`config.mk`:
```
export PLATFORM = sky130hd
export DESIGN_NAME = order_scheduler
export DESIGN_NICKNAME = d
export VERILOG_FILES = /design/src/rtl/order_scheduler.sv
export SDC_FILE = /design/constraint.sdc
export NUM_CORES = 1
export LEC_CHECK = 0
export BUFFER_PORTS_ARGS = -buffer_cell sky130_fd_sc_hd__clkbuf_2
export CAP_MARGIN = 15
export CORE_MARGIN = 2
export CORE_UTILIZATION = 50
export DETAILED_ROUTE_END_ITERATION = 8
export GPL_TIMING_DRIVEN = 0
export PLACE_DENSITY = 0.87
export SLEW_MARGIN = 20
export SYNTH_ARGS = -nofsm -noshare
export SYNTH_HDL_FRONTEND = slang
export SYNTH_SLANG_ARGS = --single-unit
```
`constraint.sdc`:
```
create_clock -name clk -period 5.3 [get_ports clk]
set_input_delay 0.795 -clock clk [delete_from_list [all_inputs] [get_ports clk]]
set_output_delay 0.795 -clock clk [all_outputs]
set_load 0.01 [all_outputs]
```
`src/rtl/order_scheduler.sv`:
```
// order_scheduler
//   Front end of the shift-window matching engine. Round-robin arbitration
//   picks at most one order per clock from NUM_SRC sources. The order goes
//   into the engine buy or sell lane, and the other lane carries its idle
//   sentinel. When the engine reports a cross, the trade is logged. The
//   engine window is then flushed with sentinels for FLUSH_LEN cycles, so
//   the same cross is never counted twice.
//
// Ports
//   clk, reset        rising-edge clock, synchronous active-high reset
//   run               1 = accept orders, 0 = sentinels only
//   req_valid/side    per-source order valid and side (0 buy, 1 sell)
//   req_price         per-source price, source i on bits [8i+7:8i]
//   req_ready         per-source accept, one-hot or zero (combinational)
//   eng_buy_price     registered buy-lane drive (idle 0x00)
//   eng_sell_price    registered sell-lane drive (idle 0xFF)
//   eng_match_flag    engine cross indication
//   eng_trade_price   engine midpoint trade price
//   trade_pulse       one-cycle pulse per logged trade
//   last_trade_price  most recent logged trade price
//   trade_count       logged trades, saturating at 0xFFFF
//   drop_count        discarded sentinel-valued orders, saturating at 0xFF
//   busy              high while the window is being flushed
module order_scheduler #(
  parameter int NUM_SRC   = 2,
  parameter int FLUSH_LEN = 8
) (
  input  logic                 clk,
  input  logic                 reset,
  input  logic                 run,
  input  logic [NUM_SRC-1:0]   req_valid,
  input  logic [NUM_SRC-1:0]   req_side,
  input  logic [8*NUM_SRC-1:0] req_price,
  output logic [NUM_SRC-1:0]   req_ready,
  output logic [7:0]           eng_buy_price,
  output logic [7:0]           eng_sell_price,
  input  logic                 eng_match_flag,
  input  logic [7:0]           eng_trade_price,
  output logic                 trade_pulse,
  output logic [7:0]           last_trade_price,
  output logic [15:0]          trade_count,
  output logic [7:0]           drop_count,
  output logic                 busy
);

  localparam int PTR_W = (NUM_SRC > 1) ? $clog2(NUM_SRC) : 1;
  localparam int CNT_W = (FLUSH_LEN > 1) ? $clog2(FLUSH_LEN) : 1;
  localparam logic [7:0] BUY_IDLE  = 8'h00;
  localparam logic [7:0] SELL_IDLE = 8'hFF;

  typedef enum logic [1:0] {IDLE, ISSUE, FLUSH} state_t;

  state_t           state, state_nxt;
  logic [PTR_W-1:0] rr_ptr, rr_nxt;
  logic [CNT_W-1:0] flush_cnt, flush_cnt_nxt;

  logic             grant_any;
  logic [PTR_W-1:0] grant_idx;
  int               scan_idx;
  logic             sel_side;
  logic [7:0]       sel_price;
  logic             sel_sentinel;
  logic             match_take;

  logic [7:0]       buy_p0, sell_p0;
  logic             trade_vld_p0;
  logic [7:0]       last_p0;
  logic [15:0]      trade_cnt;
  logic [7:0]       drop_cnt;

  function automatic logic [15:0] sat_inc16(input logic [15:0] v);
    return (v == 16'hFFFF) ? v : v + 16'd1;
  endfunction

  function automatic logic [7:0] sat_inc8(input logic [7:0] v);
    return (v == 8'hFF) ? v : v + 8'd1;
  endfunction

  // An order priced at its own lane's idle value would look like "no order"
  // to the engine, so it is accepted but never injected.
  function automatic logic is_sentinel(input logic side, input logic [7:0] price);
    return side ? (price == SELL_IDLE) : (price == BUY_IDLE);
  endfunction

  // Round-robin grant. The search is a pure function of state, the match flag
  // and req_valid. It never looks back at req_ready, so there is no
  // combinational loop through a source.
  always_comb begin
    grant_any = 1'b0;
    grant_idx = rr_ptr;
    scan_idx  = 0;
    req_ready = '0;
    if (state == ISSUE && !eng_match_flag) begin
      for (int k = 0; k < NUM_SRC; k++) begin
        scan_idx = (int'(rr_ptr) + k) % NUM_SRC;
        if (!grant_any && req_valid[scan_idx]) begin
          grant_any = 1'b1;
          grant_idx = PTR_W'(scan_idx);
        end
      end
      if (grant_any) req_ready[grant_idx] = 1'b1;
    end
  end

  assign sel_side     = req_side[grant_idx];
  assign sel_price    = req_price[{grant_idx, 3'b000} +: 8];
  assign sel_sentinel = is_sentinel(sel_side, sel_price);
  assign match_take   = (state == ISSUE) && eng_match_flag;
  assign rr_nxt       = grant_any ? PTR_W'((int'(grant_idx) + 1) % NUM_SRC) : rr_ptr;

  always_comb begin
    state_nxt     = state;
    flush_cnt_nxt = flush_cnt;
    busy          = 1'b0;
    unique case (state)
      IDLE: begin
        if (run) state_nxt = ISSUE;
      end
      ISSUE: begin
        if (eng_match_flag) begin
          state_nxt     = FLUSH;
          flush_cnt_nxt = CNT_W'(FLUSH_LEN - 1);
        end else if (!run) begin
          state_nxt = IDLE;
        end
      end
      FLUSH: begin
        busy = 1'b1;
        // run is only looked at on the last flush cycle, so dropping it
        // early never shortens the flush.
        if (flush_cnt == '0) state_nxt = run ? ISSUE : IDLE;
        else                 flush_cnt_nxt = flush_cnt - 1'b1;
      end
      default: state_nxt = IDLE;
    endcase
  end

  always_ff @(posedge clk) begin
    if (reset) begin
      state     <= IDLE;
      rr_ptr    <= '0;
      flush_cnt <= '0;
    end else begin
      state     <= state_nxt;
      rr_ptr    <= rr_nxt;
      flush_cnt <= flush_cnt_nxt;
    end
  end

  // ---- stage p0: engine lane drive and trade log ----
  always_ff @(posedge clk) begin
    if (reset) begin
      buy_p0       <= BUY_IDLE;
      sell_p0      <= SELL_IDLE;
      trade_vld_p0 <= 1'b0;
      last_p0      <= 8'h00;
      trade_cnt    <= '0;
      drop_cnt     <= '0;
    end else begin
      buy_p0  <= BUY_IDLE;
      sell_p0 <= SELL_IDLE;
      if (grant_any && !sel_sentinel) begin
        if (sel_side) sell_p0 <= sel_price;
        else          buy_p0  <= sel_price;
      end
      if (grant_any && sel_sentinel) drop_cnt <= sat_inc8(drop_cnt);
      trade_vld_p0 <= match_take;
      if (match_take) begin
        last_p0   <= eng_trade_price;
        trade_cnt <= sat_inc16(trade_cnt);
      end
    end
  end

  assign eng_buy_price    = buy_p0;
  assign eng_sell_price   = sell_p0;
  assign trade_pulse      = trade_vld_p0;
  assign last_trade_price = last_p0;
  assign trade_count      = trade_cnt;
  assign drop_count       = drop_cnt;

endmodule

```
==> results by group <==
Timing
  – Hold_ws: 0.455 ns
  – Number of hold violations in the final report: 0
  – Slew Limit Fails: 0
  – Crit path time final: 2.40 ns
  – Slew HR: 60.1%
  – Unrepaired setup endpoints after global routing: no
  – Slew at the pin closest to its max-slew limit: 0.595 ns
  – Setup-failing EPs final: 0
  – Setup Skew: 0.00402 ns
  – Period utilization: 45.3%
  – TNS Setup: 0 ns
  – F_max: 416 MHz
  – Worst setup margin: 2.90 ns

Job
  – Max Cap Viol: 0

GRT
  – Largest net degree at the start of global routing: 16
  – Vias in the first global route: 2,157
  – Total track usage: 21.4%
  – Overflow after GRT: 0
  – Global-route wire length before repair: 9.32 mm
  – Initial antenna violation count: 0

Power
  – Switching Fraction: 24.0%
  – Pint: 0.549 mW
  – Peak supply drop: 0.0000978 V
  – Comb pwr share: 9.5%
  – Sequential power share: 58.6%
  – Pwr Density: 233 nW/um^2
  – NetSw: 0.173 mW
  – LEAKAGE: 1.29 nW
  – Clock share of power: 31.8%
  – PnR Total Power: 0.723 mW

Setup path
  – CP startpoint kind: primary input
  – Largest fanout on the critical path: 6
  – Worst path max stage delay: 0.28 ns
  – WP data required: 4.51 ns
  – Slowest stage cell on the critical path: nor3b_4
  – FF-to-FF End: eng_sell_price[7]
  – CP Capture Type: output pin
  – Flop2flop setup slack: 3.12 ns
  – WS Path Type: in -> out
  – Worst r2r src: state[0]
  – Cell-by-cell listing of the critical path: clkbuf_2 -> nor3b_4 -> nand2_1 -> a21oi_1 -> clkbuf_2
  – CP dominant cell by count: clkbuf_2
  – Worst reg2reg path depth: 5
  – Critical Path AT: 1.61 ns

Clocking
  – TritonCTS clock tree: built
  – CTS Sinks: 55
  – Post-CTS sizing: 0
  – # Post-CTS Setup Buffers: 0
  – Worst skew pair latency: 0.30 ns
  – H-tree depth: 2
  – Deepest clock path buffer count: 2
  – Clk pin slew, worst setup/hold paths: 0.09 ns
  – Root Buffer: clkbuf_8
  – Total CTS buffers: 5
  – CTS Hold Buffers Added: 0

Min path
  – Hold endpoint: last_trade_price[1]
  – Hold Path Cell Cnt: 2
  – Hold WC Path Type: reg -> reg
  – Hold Crit Start: last_trade_price[1]

Run status
  – Status: complete, no violations

Floorplan
  – Die area: 5610 um^2
  – Rows: 25
  – Core Area: 4790 um^2
  – Initial core utilization: 52.5%
  – Ports: 84
  – Die X: 74.9 um
  – Die Height: 74.9 um

Logic synthesis
  – Synth top area cells: dfxtp_1 44%, xor2_1 4.9%, nor2_1 4.3%
  – Syn nets: 316
  – Most used flip-flop cell after synthesis: dfxtp_1
  – Syn avg cell area: 8.98 um^2
  – FF+latch count, synth: 55
  – Synthesized cell area: 2510 um^2
  – Dominant cell type by area after synthesis: dfxtp_1
  – Share of flip-flops with an asynchronous set or reset: 0%
  – Sequential fraction of the synthesis area: 43.8%
  – Top-area cell type share of the netlist area: 43.8%
  – Post-Synthesis Cells: 280
  – Yosys warns: 0
  – Synth cell types: 47
  – Post-synth EDFFs: 0

Place
  – Place WS: 2.60 ns
  – DP HPWL: 4.38 mm
  – IO Port Bufs: 83
  – RePlAce Congestion: 0.860

Cells and area
  – Net count, final: 406
  – Commonest cells after routing, fill and taps aside: 84 x clkbuf_2, 55 x dfxtp_1, 29 x nor2_1
  – Share of layout cells above drive strength 1: 27.3%
  – Layout area overhead: 23.3%
  – Ant diodes: 0
  – Commonest non-fill, non-tap cell in the layout: clkbuf_2

Drt
  – Initial DRC Count: 84
  – Total Wirelength: 5.85 mm
  – ANT nets after route: 0
  – Via count: 2,346
  – Post-DR wirelength/cell: 13.4 um
  – DRC violations left: 0
  – Via density per instance: 5.37
  – Drt first pass iters: 4
flip-flops by register name, indices dropped and copies added, names as in the netlist:
name and count:
drop_count 8, eng_buy_price 8, eng_sell_price 8, flush_cnt 3
last_trade_price 8, rr_ptr 1, state 2, trade_count 16
trade_pulse 1
cells by family after synthesis:
| family | share of synthesized area [%] |
|---|---|
| xor gates and xnor gates | 4.88 |
| adders and majority gates | 1.99 |
| muxes | 6.67 |
| AOI/OAI and AO/OA | 9.75 |
| DFF | 43.8 |
| and+or+nand+nor | 30.1 |
| buffers and inverters | 2.89 |
synthesized netlist by cell type (2+ instances only):
library cell and number:
or3_1 4, and2b_1 2, nor4b_1 2, nand2_1 26, o21ai_0 2, and4_1 3
dfxtp_1 55, and3_1 4, mux2_1 6, nor2_1 29, xor2_1 14, clkbuf_1 6
nor2b_1 8, a211oi_1 3, o211ai_1 8, buf_1 4, nor3_1 12, inv_1 8
ha_1 4, nor4_4 2, a21oi_1 12, mux2i_1 10, nand3_1 17, nor3_2 2
nand4_1 7, nand2b_1 3, and3b_1 2, nor4_1 6
worst max-delay path: cells and delay by family:
kind                   cells  cell delay [ns]
and+or+nand+nor            2             0.36
buffers and inverters      2             0.30
AOI/OAI and AO/OA          1             0.14
through the flow:
| step | utilization (%) | cell area [um^2] | instances |
|---|---|---|---|
| 2_1_floorplan | - | 2510 | 280 |
| 3_3_place_gp | 63.0 | 3010 | 430 |
| 3_5_place_dp | 63.0 | 3010 | 430 |
| 4_1_cts | 64.8 | 3100 | 437 |
| 5_1_grt | 64.8 | 3100 | 437 |
| 6_report | 64.8 | 3100 | 437 |
how the worst max path moves through the flow:
stage,start,endpoint,slack [ns]
2_1_floorplan,req_price[14],drop_count[2],2.84
6_report,eng_match_flag,req_ready[0],2.90
3_3_place_gp,req_price[14],drop_count[2],2.65
4_1_cts,eng_match_flag,req_ready[0],2.90
5_1_grt,eng_match_flag,req_ready[1],2.84
3_5_place_dp,req_price[14],drop_count[6],2.60
layer usage:
layer	vias up	GRT usage, %	wire length [um]
met5	-	0	0
met4	0	7.74	92
met3	11	5.62	304
met2	74	37.7	2880
met1	1073	24.9	2570
li1	1188	-	-
cell type report:
class | instances | area [um^2]
tap | 67 | 83.8
clock inverter | 1 | 5.00
buffer | 11 | 42.5
multi-input combinational | 206 | 1340
clock buffer | 6 | 82.6
fill | 425 | 1680
inverter | 8 | 30.0
timing repair buffer | 83 | 415
sequential | 55 | 1100
power by group through the flow:
| stage | Combinational [mW] | Clock [mW] | Sequential (mW) |
|---|---|---|---|
| final | 0.0690 | 0.230 | 0.424 |
| after detailed placement | 0.0690 | 0 | 0.433 |
| after floorplan | 0.0367 | 0 | 0.434 |
| after global placement | 0.0668 | 0 | 0.433 |
| after CTS | 0.0693 | 0.236 | 0.424 |
| after global routing | 0.0770 | 0.256 | 0.425 |
No activity file was read; power rests on OpenSTA's default activity.
